<file path="src/rtl/loa_share_pkg.sv">
// Shared definitions for the LOA shared-adder arbiter slice.
//   id_w()      : requester-index width for R requesters (at least 1 bit)
//   MODE_*      : accuracy-mode encodings carried with each request
//   loa_req_t   : packed request record at the default configuration
//                 (N=16, R=4); parameterised modules declare a local record
//                 with the same field order.
package loa_share_pkg;

  function automatic int unsigned id_w(input int unsigned r);
    return (r <= 1) ? 1 : $clog2(r);
  endfunction

  localparam logic MODE_EXACT = 1'b0;
  localparam logic MODE_LOA   = 1'b1;

  localparam int unsigned DEF_N = 16;
  localparam int unsigned DEF_R = 4;

  typedef struct packed {
    logic [DEF_N-1:0]         x;
    logic [DEF_N-1:0]         y;
    logic                     approx;
    logic [$clog2(DEF_R)-1:0] id;
  } loa_req_t;

endpackage

</file>
<file path="src/rtl/loa_share_arbiter_datapath.sv">
// Combinational lower-part-OR adder (LOA) alongside the exact adder.
//   x, y      : N-bit operands
//   sum_loa   : {hi, lo}, lo = OR of the low P bits, hi = upper add with
//               carry-in from the AND of the top low-part bits
//   sum_exact : x + y, N+1 bits
//   mismatch  : sum_loa differs from sum_exact
module loa_datapath #(
  parameter int unsigned N = 16,
  parameter int unsigned P = 8
) (
  input  logic [N-1:0] x,
  input  logic [N-1:0] y,
  output logic [N:0]   sum_loa,
  output logic [N:0]   sum_exact,
  output logic         mismatch
);

  logic [P-1:0] lo;
  logic         c;
  logic [N-P:0] hi;

  assign lo        = x[P-1:0] | y[P-1:0];
  assign c         = x[P-1] & y[P-1];
  assign hi        = {1'b0, x[N-1:P]} + {1'b0, y[N-1:P]} + (N-P+1)'(c);
  assign sum_loa   = {hi, lo};
  assign sum_exact = {1'b0, x} + {1'b0, y};
  assign mismatch  = (sum_loa != sum_exact);

endmodule

</file>
<file path="src/rtl/loa_share_arbiter.sv">
// Round-robin arbiter feeding a 2-stage pipeline around one shared LOA/exact
// adder. Responses return on a single valid/ready channel tagged with the
// requester id; approximate responses that differ from the exact sum are
// counted in a saturating error counter.
//   clk, rst_n         : clock, asynchronous active-low reset
//   req_valid/ready    : per-requester handshake (ready is the one-hot grant)
//   req_x, req_y       : packed operands, requester i owns [i*N +: N]
//   req_approx         : 1 = LOA sum, 0 = exact sum
//   rsp_valid/ready    : response handshake
//   rsp_sum/id/approx  : response payload
//   err_cnt, clr_err   : saturating mismatch count and its synchronous clear
module loa_share_arbiter
  import loa_share_pkg::*;
#(
  parameter int unsigned N  = 16,
  parameter int unsigned P  = 8,
  parameter int unsigned R  = 4,
  parameter int unsigned EW = 16
) (
  input  logic                 clk,
  input  logic                 rst_n,
  input  logic [R-1:0]         req_valid,
  input  logic [R*N-1:0]       req_x,
  input  logic [R*N-1:0]       req_y,
  input  logic [R-1:0]         req_approx,
  output logic [R-1:0]         req_ready,
  output logic                 rsp_valid,
  input  logic                 rsp_ready,
  output logic [N:0]           rsp_sum,
  output logic [id_w(R)-1:0]   rsp_id,
  output logic                 rsp_approx,
  output logic [EW-1:0]        err_cnt,
  input  logic                 clr_err
);

  localparam int unsigned ID_W = id_w(R);

  typedef struct packed {
    logic [N-1:0]    x;
    logic [N-1:0]    y;
    logic            approx;
    logic [ID_W-1:0] id;
  } s1_req_t;

  logic            adv;
  logic            ld1;
  logic            s1_valid;
  s1_req_t         s1;
  logic [ID_W-1:0] rr_ptr;
  logic [ID_W-1:0] gnt;
  logic            found;
  logic            acc;
  int unsigned     idx;

  logic [N:0]      sum_loa;
  logic [N:0]      sum_exact;
  logic            mismatch;
  logic            rsp_mis;

  assign adv = !rsp_valid || rsp_ready;
  assign ld1 = !s1_valid || adv;

  // Rotating priority search: first set request at or after rr_ptr.
  always_comb begin
    found = 1'b0;
    gnt   = '0;
    idx   = 0;
    for (int unsigned k = 0; k < R; k++) begin
      idx = 32'(rr_ptr) + k;
      if (idx >= R) idx = idx - R;
      if (!found && req_valid[idx[ID_W-1:0]]) begin
        found = 1'b1;
        gnt   = idx[ID_W-1:0];
      end
    end
  end

  // Gated by rst_n so no grant is presented while held in reset.
  assign acc       = rst_n && ld1 && found;
  assign req_ready = acc ? (R'(1) << gnt) : '0;

  // Stage 1: request register and round-robin pointer.
  always_ff @(posedge clk or negedge rst_n) begin
    if (!rst_n) begin
      s1_valid <= 1'b0;
      s1       <= '0;
      rr_ptr   <= '0;
    end else if (acc) begin
      s1_valid  <= 1'b1;
      s1.x      <= req_x[gnt*N +: N];
      s1.y      <= req_y[gnt*N +: N];
      s1.approx <= req_approx[gnt];
      s1.id     <= gnt;
      rr_ptr    <= (gnt == ID_W'(R-1)) ? '0 : gnt + ID_W'(1);
    end else if (adv) begin
      s1_valid <= 1'b0;
    end
  end

  loa_datapath #(
    .N(N),
    .P(P)
  ) u_dp (
    .x         (s1.x),
    .y         (s1.y),
    .sum_loa   (sum_loa),
    .sum_exact (sum_exact),
    .mismatch  (mismatch)
  );

  // Stage 2: output register; holds while stalled.
  always_ff @(posedge clk or negedge rst_n) begin
    if (!rst_n) begin
      rsp_valid  <= 1'b0;
      rsp_sum    <= '0;
      rsp_id     <= '0;
      rsp_approx <= 1'b0;
      rsp_mis    <= 1'b0;
    end else if (adv) begin
      rsp_valid  <= s1_valid;
      rsp_sum    <= (s1.approx == MODE_EXACT) ? sum_exact : sum_loa;
      rsp_id     <= s1.id;
      rsp_approx <= s1.approx;
      rsp_mis    <= mismatch;
    end
  end

  always_ff @(posedge clk or negedge rst_n) begin
    if (!rst_n) begin
      err_cnt <= '0;
    end else if (clr_err) begin
      err_cnt <= '0;
    end else if (rsp_valid && rsp_ready && (rsp_approx == MODE_LOA) &&
                 rsp_mis && (err_cnt != '1)) begin
      err_cnt <= err_cnt + EW'(1);
    end
  end

endmodule

</file>
<file path="config.mk">
export PLATFORM = sky130hd
export DESIGN_NAME = loa_share_arbiter
export DESIGN_NICKNAME = d
export VERILOG_FILES = /design/src/rtl/loa_share_pkg.sv /design/src/rtl/loa_share_arbiter_datapath.sv /design/src/rtl/loa_share_arbiter.sv
export SDC_FILE = /design/constraint.sdc
export NUM_CORES = 1
export LEC_CHECK = 0
export CAP_MARGIN = 20
export CORE_ASPECT_RATIO = 1.1
export CORE_MARGIN = 5
export CORE_UTILIZATION = 43
export DETAILED_ROUTE_END_ITERATION = 6
export HOLD_SLACK_MARGIN = 0.03
export PLACE_DENSITY_LB_ADDON = 0.12
export SYNTH_ARGS = -nofsm -noshare
export SYNTH_HDL_FRONTEND = slang
export SYNTH_SLANG_ARGS = --single-unit
</file>
<file path="constraint.sdc">
create_clock -name clk -period 2.7 [get_ports clk]
set_clock_uncertainty 0.15 [all_clocks]
set_input_delay 0.54 -clock clk [delete_from_list [all_inputs] [get_ports clk]]
set_output_delay 0.54 -clock clk [all_outputs]
set_load 0.005 [all_outputs]
</file>
# After elaboration in Yosys (flattened, before gate mapping)
# Cells that the tools add are included.
[classes]
n_mux = 29
n_shift = 3
add_sub_neg = 12
n_reduce_logical = 18
magnitude_cmp = 9
eq_ne = 3
bitwise_logic = 2
div_mod_pow = 0
multipliers = 0
[op_table]
columns = ["operator", "n"]
rows = [
  ["$shiftx A64 B7 Y16", 2],
  ["$mux W16", 2],
  ["$mux W2", 9],
  ["$add A16 B16 Y17", 1],
  ["$mux W17", 1],
  ["$ne A17 B17 Y1", 1],
  ["$add A16 B1 Y16 const B", 1],
  ["$ne A16 B16 Y1 const B", 1],
  ["$lt A2 B3 Y1 const B", 5],
  ["$mux W1", 11],
  ["$bmux W1 S2", 5],
  ["$add A8 B8 Y9", 1],
  ["$add A9 B1 Y9", 1],
  ["$ge A3 B3 Y1 const B", 3],
  ["$logic_and A1 B1 Y1", 9],
  ["$or A8 B8 Y8", 1],
  ["$sub A2 B1 Y2 const B", 4],
  ["$add A2 B2 Y3 const B", 2],
  ["$logic_not A1 Y1", 5],
  ["$mux W4", 1],
  ["$reduce_bool A2 Y1", 2],
  ["$shl A1 B2 Y4 const A", 1],
  ["$add A2 B1 Y3 const B", 1],
  ["$ge A2 B3 Y1 const B", 1],
  ["other kinds (4)", 5],
]
[totals]
ram_bits = 0
out_inout_bits = 41
latchBits = 0
ff_bits = 76
elab_cells = 88
rom_bits = 0
mem_count = 0

# Logic depth before layout (Yosys ltp)
# Gate-level depths: netlist of run 1.
[logic_depth]
word_depth = 16
mapped_depth = 10
mapped_depth_nobuf = 10

# Modules after synthesis
# A second synthesis of run 1 with hierarchy kept.
[hier_totals]
hier_cells = 609
area_unflattened_um2 = 5789.3
[modules_own_cells]
columns = ["module", "n_inst", "area_each_um2", "seq_area_each_um2", "cells_each"]
rows = [
  ["loa_share_arbiter", 1, 4296.6, 1901.8, 393],
  ["loa_datapath", 1, 1492.7, 0.0, 216],
]

# Least setup slack after synthesis of run 1
# Ideal clock, no wire load.
[synth_path]
path_kind = "register to register"
from = "register s1[10] (netlist name)"
to = "register rsp_mis"
stages_incl_launch_ff = 11
n_path_buf = 0
setup_ns = 0.129
synth_period_minus_slack_ns = 2.830
t_arrival_ns = 2.551
setup_slack_ns = -0.130
path_cell_list = "dfrtp_1 -> ha_1 -> fa_1 -> fa_1 -> nor2b_1 -> nand2_1 -> nand4_1 -> a2111o_1 -> nor4_1 -> and4_1 -> a31oi_1"
[synth_via]
elab_chain_cells = 3
[synth_rtl]
columns = ["item", "line", "source"]
rows = [
  ["$and A1 B1 Y1", "loa_share_arbiter_datapath.sv:23", "assign c = x[P-1] & y[P-1];"],
  ["$add A9 B1 Y9", "loa_share_arbiter_datapath.sv:24", "assign hi = {1'b0, x[N-1:P]} + {1'b0, y[N-1:P]} + (N-P+1)'(c);"],
  ["$ne A17 B17 Y1 *", "loa_share_arbiter_datapath.sv:27", "assign mismatch = (sum_loa != sum_exact);"],
  ["end signal: assignment", "loa_share_arbiter.sv:124", "rsp_mis <= mismatch;"],
  ["end: declaration", "loa_share_arbiter.sv:58", "logic rsp_mis;"],
]
# Every way passes the cells marked *; elsewhere a longest branch is shown, timed or not.
# A chain may end at the register's enable or synchronous reset.

# Worst setup path in the final report of run 1
[layout_path]
from = "register s1[10] (netlist name)"
to = "register rsp_mis"
[layout_via]
elab_chain_cells = 3
[layout_rtl]
columns = ["item", "line"]
rows = [
  ["$and A1 B1 Y1", "loa_share_arbiter_datapath.sv:23"],
  ["$add A9 B1 Y9", "loa_share_arbiter_datapath.sv:24"],
  ["$ne A17 B17 Y1 *", "loa_share_arbiter_datapath.sv:27"],
]
# Marks and branches as above.

==> results.ini, run 1 <==
[final_layout]
final_common_cell=clkdlybuf4s50_1
drive_gt1_share_pct=9.39
layout_common_cells=clkdlybuf4s50_1, nor2_1, nand2_1, o21ai_0, dfrtp_1
diodes=0
layout.nets=1115
areaGrowthSynthToFinish_pct=44.9
fin_area_um2=7990

[cts]
cts_root_buffer=clkbuf_16
clkLatencyLatePin_ns=0.34
clk_path_buf_depth=2
cts_made_buffers=9
cts_tree=done
path_clk_slew_ns=0.06
htree_num_levels=3
postCtsHoldBufs=0
cts_sinks=76

[timing]
slew_headroom_pct=58.0
period_minus_slack_ns=2.75
hold_violations=0
timing.final.ws_setup_ns=-0.0478
tightest_slew_ns=0.630
drv_slew=0
max_freq_ghz=0.364
period_share_pct=102
setup_viol_count_final=1
rsz0062_at_grt=yes
whs_ns=0.0979

[route]
drtIter0Drc=349
drcViolationCount=0
first_pass_iters=5
antenna_left=0
drt-total-wl_um=16900
via_per_inst=5.18
wl_per_cell_um=15.3
vias=5721

[power_and_ir_drop]
power_leakage_nw=3.55
irDropWorstVdd_uv=541
powerDensity_nw_per_um2=973

[place]
port-buffer-count=180
placed_area_um2=7660
dp_hpwl_um=13400
gp_congestion=0.889

[logic_synthesis]
synthTopCellsByArea=dfrtp_1, nor2_1, nand2_1
synthFlopType=dfrtp_1
ys_ff_latch=76
synthArstFlopShare_pct=100
yosysTopAreaCell=dfrtp_1
yosysTopAreaCellShare_pct=34.5
syn_area_um2=5520
yosys_warnings=0
syn_inst=755
synth_nets=927
syn_avg_cell_area_um2=7.31
synth_edf_count=0
ys_seq_area_share_pct=34.5
synth_cell_types=52

[floorplanning]
num_rows=43
start_util_pct=43.8
core_area_um2=12600
die_y_um=129
ios=181
die_w_um=118
die_area_um2=15200

[run_status]
failed_checks=setup timing
status=finished with violations

[setup_path]
required_ns=2.81
cp_cell_sequence=ha_2 > fa_2 > fa_2 > buf_4 > nor2b_1 > nor3_1 > o31ai_1 > a2111o_1 > nor4_2 > and4_1 > a31oi_1
r2r_cells=11
critPathSlowestCell=dfrtp_1
rrSetupSlack_ns=-0.05
crit_path_frequent_cell=fa_2
critPathLaunchType=flop
slowest_delay_ns=0.39
critical_path_class=flop to flop
worst_r2r_endpoint=rsp_mis
r2r_start=s1[10]
cp_max_fo=3
arrival_ns=2.86
cp-end-kind=flop

[grt]
grt_start_max_net_pins=75
grt.overflow.total=0
grt_pass1_wl_um=27900
antenna_found_initial=0
track_usage_pct=22.2
first_global_vias=5820

[job]
drv_cap=0

[hold_path]
hp-class=input port to asynchronous set/reset pin

==> worst max-delay path, delay by kind of cell, from the launching register on <==
kind	cells	cell delay, ns
flip-flops	1	0.39
buffers and inverters	1	0.15
adder cells (fa/ha/maj)	3	0.94
AND/OR/NAND/NOR	4	0.48
AO/OA/AOI/OAI	3	0.56
==> per-layer routing <==
metal | GRT usage, % | vias to the layer above | wire length [µm]
met3 | 6.55 | 24 | 1300
li1 | - | 2899 | -
met5 | 0 | - | 0
met1 | 29.3 | 2591 | 7540
met4 | 6.82 | 0 | 332
met2 | 35.6 | 207 | 7760
==> cell usage after synthesis, drive strengths merged, types with 6 or more instances <==
| cell | number |
|---|---|
| nand4 | 9 |
| xor2 | 21 |
| dfrtp | 76 |
| o31ai | 8 |
| nor2 | 138 |
| o21ai | 91 |
| a21o | 7 |
| nand2 | 138 |
| clkbuf | 33 |
| nand2b | 6 |
| nor3 | 7 |
| ha | 29 |
| nand3 | 44 |
| buf | 12 |
| a21oi | 29 |
| inv | 33 |
| xnor2 | 14 |
==> through the flow <==
step                util (%)  TNS (ns)  instances  worst slack [ns]  total power, W
floorplan                  -         0        755            0.0395         0.00488
global placement        60.9     -7.19       1088            -0.384         0.00643
finish                  63.5   -0.0478       1105           -0.0478         0.00778
global route            63.5    -0.313       1105            -0.178         0.00846
detailed placement      60.9    -10.19       1088            -0.469         0.00653
CTS                     63.4   -0.0373       1104           -0.0373         0.00778
==> how the worst max path moves through the flow <==
| stage | start | end | slack [ns] | cells after the start |
|---|---|---|---|---|
| after floorplan | s1[10] | rsp_mis | 0.04 | 10 |
| after CTS | s1[10] | rsp_mis | -0.04 | 10 |
| after global routing | s1[10] | rsp_mis | -0.18 | 10 |
| after global placement | req_valid[0] | req_ready[0] | -0.38 | 9 |
| final | s1[10] | rsp_mis | -0.05 | 11 |
| after detailed placement | req_valid[1] | req_ready[3] | -0.47 | 9 |
==> where the power goes <==
part | internal [W] | switching [W] | total, W
clock | 0.000743 | 0.000452 | 0.00119
sequential | 0.00152 | 0.000284 | 0.00180
combinational | 0.00223 | 0.00255 | 0.00478
total | 0.00449 | 0.00329 | 0.00778
==> state kept, by name, summed over array words and instances, names as in the netlist <==
name	count
rsp_mis	1
rsp_id	2
rsp_valid	1
rr_ptr	2
s1	35
rsp_approx	1
s1_valid	1
rsp_sum	17
err_cnt	16
==> cell type report <==
| cell class | instances | area (µm²) |
|---|---|---|
| Fill cell | 1117 | 4600 |
| Multi-Input combinational cell | 601 | 3370 |
| Timing Repair Buffer | 222 | 2100 |
| Sequential cell | 76 | 1900 |
| Clock buffer | 13 | 250 |
| Tap cell | 157 | 196 |
| Inverter | 33 | 124 |
| Clock inverter | 3 | 46.3 |
==> cells by family (layout without fill, tap and decap cells) <==
| logic type | count (synthesis) | in the layout | synth area share, % |
|---|---|---|---|
| muxes | 9 | 9 | 1.75 |
| buffers and inverters | 78 | 271 | 5.53 |
| DFF | 76 | 76 | 34.5 |
| xor gates and xnor gates | 35 | 35 | 5.56 |
| adders and majority gates | 32 | 32 | 7.67 |
| AOI/OAI and AO/OA | 152 | 152 | 16.1 |
| and+or+nand+nor | 373 | 373 | 29.0 |
==> repair_timing <==
action | 4_1_cts | 5_1_grt
endpoints found under the setup margin | 5 | 7
gates resized for setup | 17 | 5
buffers inserted | 0 | 1
pin swaps | 4 | 4
No activity file was read; power rests on OpenSTA's default activity.
==> run 2, diff against run 1 <==
- CORE_UTILIZATION: 43 -> 35
==> results.ini, run 2 (same netlist as run 1, synthesis figures left out) <==
[run_status]
status=finished with violations
failed_checks=setup timing

[timing]
max_freq_ghz=0.366  ; +0.57%
final.setup.tns_ns=-0.0321  ; +0.0157 ns
setup_viol_count_final=1  ; unchanged
period_share_pct=101  ; -0.58 points
whs_ns=0.292  ; +0.194 ns
period_minus_slack_ns=2.73  ; -0.0157 ns
slew_headroom_pct=33.3  ; -25 points
rsz0062_at_grt=yes
hold_violations=0  ; unchanged
tightest_slew_ns=1.00  ; +0.370 ns
timing.final.ws_setup_ns=-0.0321  ; +0.0157 ns
drv_slew=0  ; unchanged

[grt]
grt_use_met1_pct=23.3  ; -6.0 points
grt.overflow.total=0  ; unchanged
track_usage_pct=17.6  ; -4.6 points
grt_busiest_layer=met2
first_global_vias=5287  ; -9.2%
antenna_found_initial=0  ; unchanged
grt_pass1_wl_um=26200  ; -6.4%
grt.met2_usage_pct=28.2  ; -7.3 points
grt_start_max_net_pins=77  ; +2.7%
gr-usage-met3_pct=6.14  ; -0.41 points

[final_layout]
ff_latch_area_um2=1900  ; about the same
final_cells=1159  ; +4.9%
areaGrowthSynthToFinish_pct=48.2
drive_gt1_share_pct=10.9  ; +1.6 points
diodes=0  ; unchanged
largest-register=s1
final_common_cell=clkdlybuf4s50_1
fillers=1565  ; +40%
largest_reg_flops=35  ; unchanged
reg_top3=s1: 35 flops, rsp_sum: 17 flops, err_cnt: 16 flops
layout_common_cells=clkdlybuf4s50_1, nor2_1, nand2_1, o21ai_0, dfrtp_1
layout.nets=1126  ; +0.99%
fin_util_pct=52.4  ; -11 points
multi_input_area_um2=3410  ; +1.2%

[setup_path]
required_ns=2.77  ; -0.04 ns
arrival_ns=2.80  ; -0.06 ns
critPathLaunchType=flop
slowest_delay_ns=0.40  ; about the same
critPathSlowestCell=fa_2
cp_max_fo=4  ; +1
crit_path_frequent_cell=fa_2
cp_cell_sequence=ha_2 > fa_2 > fa_2 > nor3b_1 > a21oi_1 > o21ai_0 > a2111o_1 > nor4_2 > and4_1 > a31oi_1
critical_path_class=flop to flop
cp-end-kind=flop

[route]
drtIter0Drc=216  ; -38%
wl_per_cell_um=13.9  ; -9.3%
vias=5535  ; -3.3%
drt-total-wl_um=16100  ; -4.9%
drcViolationCount=0  ; unchanged
first_pass_iters=4  ; -1
antenna_left=0  ; unchanged
via_per_inst=4.78  ; -7.8%

[cts]
cts_root_buffer=clkbuf_16
path_clk_slew_ns=0.06  ; about the same
cts_made_buffers=9  ; unchanged
cts_tree=done
cts_sinks=76  ; unchanged
postCtsHoldBufs=0  ; unchanged
clk_path_buf_depth=2  ; unchanged
clkLatencyLatePin_ns=0.34  ; about the same
htree_num_levels=3  ; unchanged

[power_and_ir_drop]
irDropWorstVdd_uv=482  ; -11%
power_leakage_nw=3.61  ; +1.6%
power.share.clock_pct=14.2  ; -1.2 points
swShare_pct=42.3  ; about the same
p_comb_share_pct=63.0  ; +1.5 points
seq_power_share_pct=22.7  ; -0.5 points
power_switching_w=0.00335  ; +1.8%
p_int_w=0.00456  ; +1.6%
p_total_w=0.00791  ; +1.7%
powerDensity_nw_per_um2=967  ; -0.57%

[place]
gp_congestion=0.835  ; -6.1%
port-buffer-count=180  ; unchanged
placed_cells_incl_taps=1141  ; +4.9%
dp_hpwl_um=12800  ; -5.1%

[floorplanning]
num_rows=48  ; +12%
ios=181  ; unchanged
die_y_um=142  ; +10%
start_util_pct=35.3  ; -8.5 points
die_area_um2=18400  ; +21%
core_area_um2=15600  ; +24%
die_w_um=130  ; +9.9%

[job]
drv_cap=0  ; unchanged

[hold_path]
hp-class=input port to asynchronous set/reset pin

[run 2: metrics by stage]
step / worst slack [ns] / instance area (µm²)
floorplan: 0.0395 / 5520
global placement: -0.420 / 7800
detailed placement: -0.452 / 7800
CTS: -0.0742 / 8120
global route: -0.133 / 8180
finish: -0.0321 / 8180
[run 2: per-layer routing]
metal | up-vias | wire, µm
met4 | 0 | 143
li1 | 2918 | -
met3 | 10 | 1270
met5 | - | 0
met1 | 2458 | 7330
met2 | 149 | 7370
[run 2: path summary, 6_finish.rpt]
check | start | to | depth (start not counted) | slack [ns]
min in group clk | s1_valid | rsp_valid | 1 | 0.31
worst min register to register | s1_valid | rsp_valid | 1 | 0.31
worst max-delay path | s1[10] | rsp_mis | 10 | -0.03
max in group asynchronous | rst_n | rr_ptr[1] | 2 | 1.33
worst max register to register | s1[10] | rsp_mis | 10 | -0.03
worst min-delay path | rst_n | err_cnt[11] | 2 | 0.29
[run 2: layout make-up]
cell class	instances	share of cell area, %
clock buffer	11	2.97
clock inverter	5	0.459
inverter	33	1.52
multi-input combinational	601	41.7
sequential	76	23.3
tap	200	3.06
timing repair buffer	233	27.0
[run 2: repair_timing]
action                     4_1_cts  5_1_grt
gates resized for setup         20        8
gates cloned                     0        0
setup endpoints to repair        5        6
pin swaps                        4        4
setup buffers                    2        0
[run 2: power groups by stage]
stage	Clock [W]	Sequential [W]	Combinational [W]
after detailed placement	0	0.00183	0.00483
after CTS	0.00115	0.00181	0.00489
after floorplan	0	0.00176	0.00312
final	0.00113	0.00180	0.00499
after global routing	0.00120	0.00185	0.00560
after global placement	0	0.00183	0.00482
[run 2: critical path, delay by kind of cell (launching register included)]
kind / cells / cell delay, ns
flip-flops: 1 / 0.38
AO/OA/AOI/OAI: 4 / 0.61
AND/OR/NAND/NOR: 3 / 0.51
adder cells (fa/ha/maj): 3 / 0.96
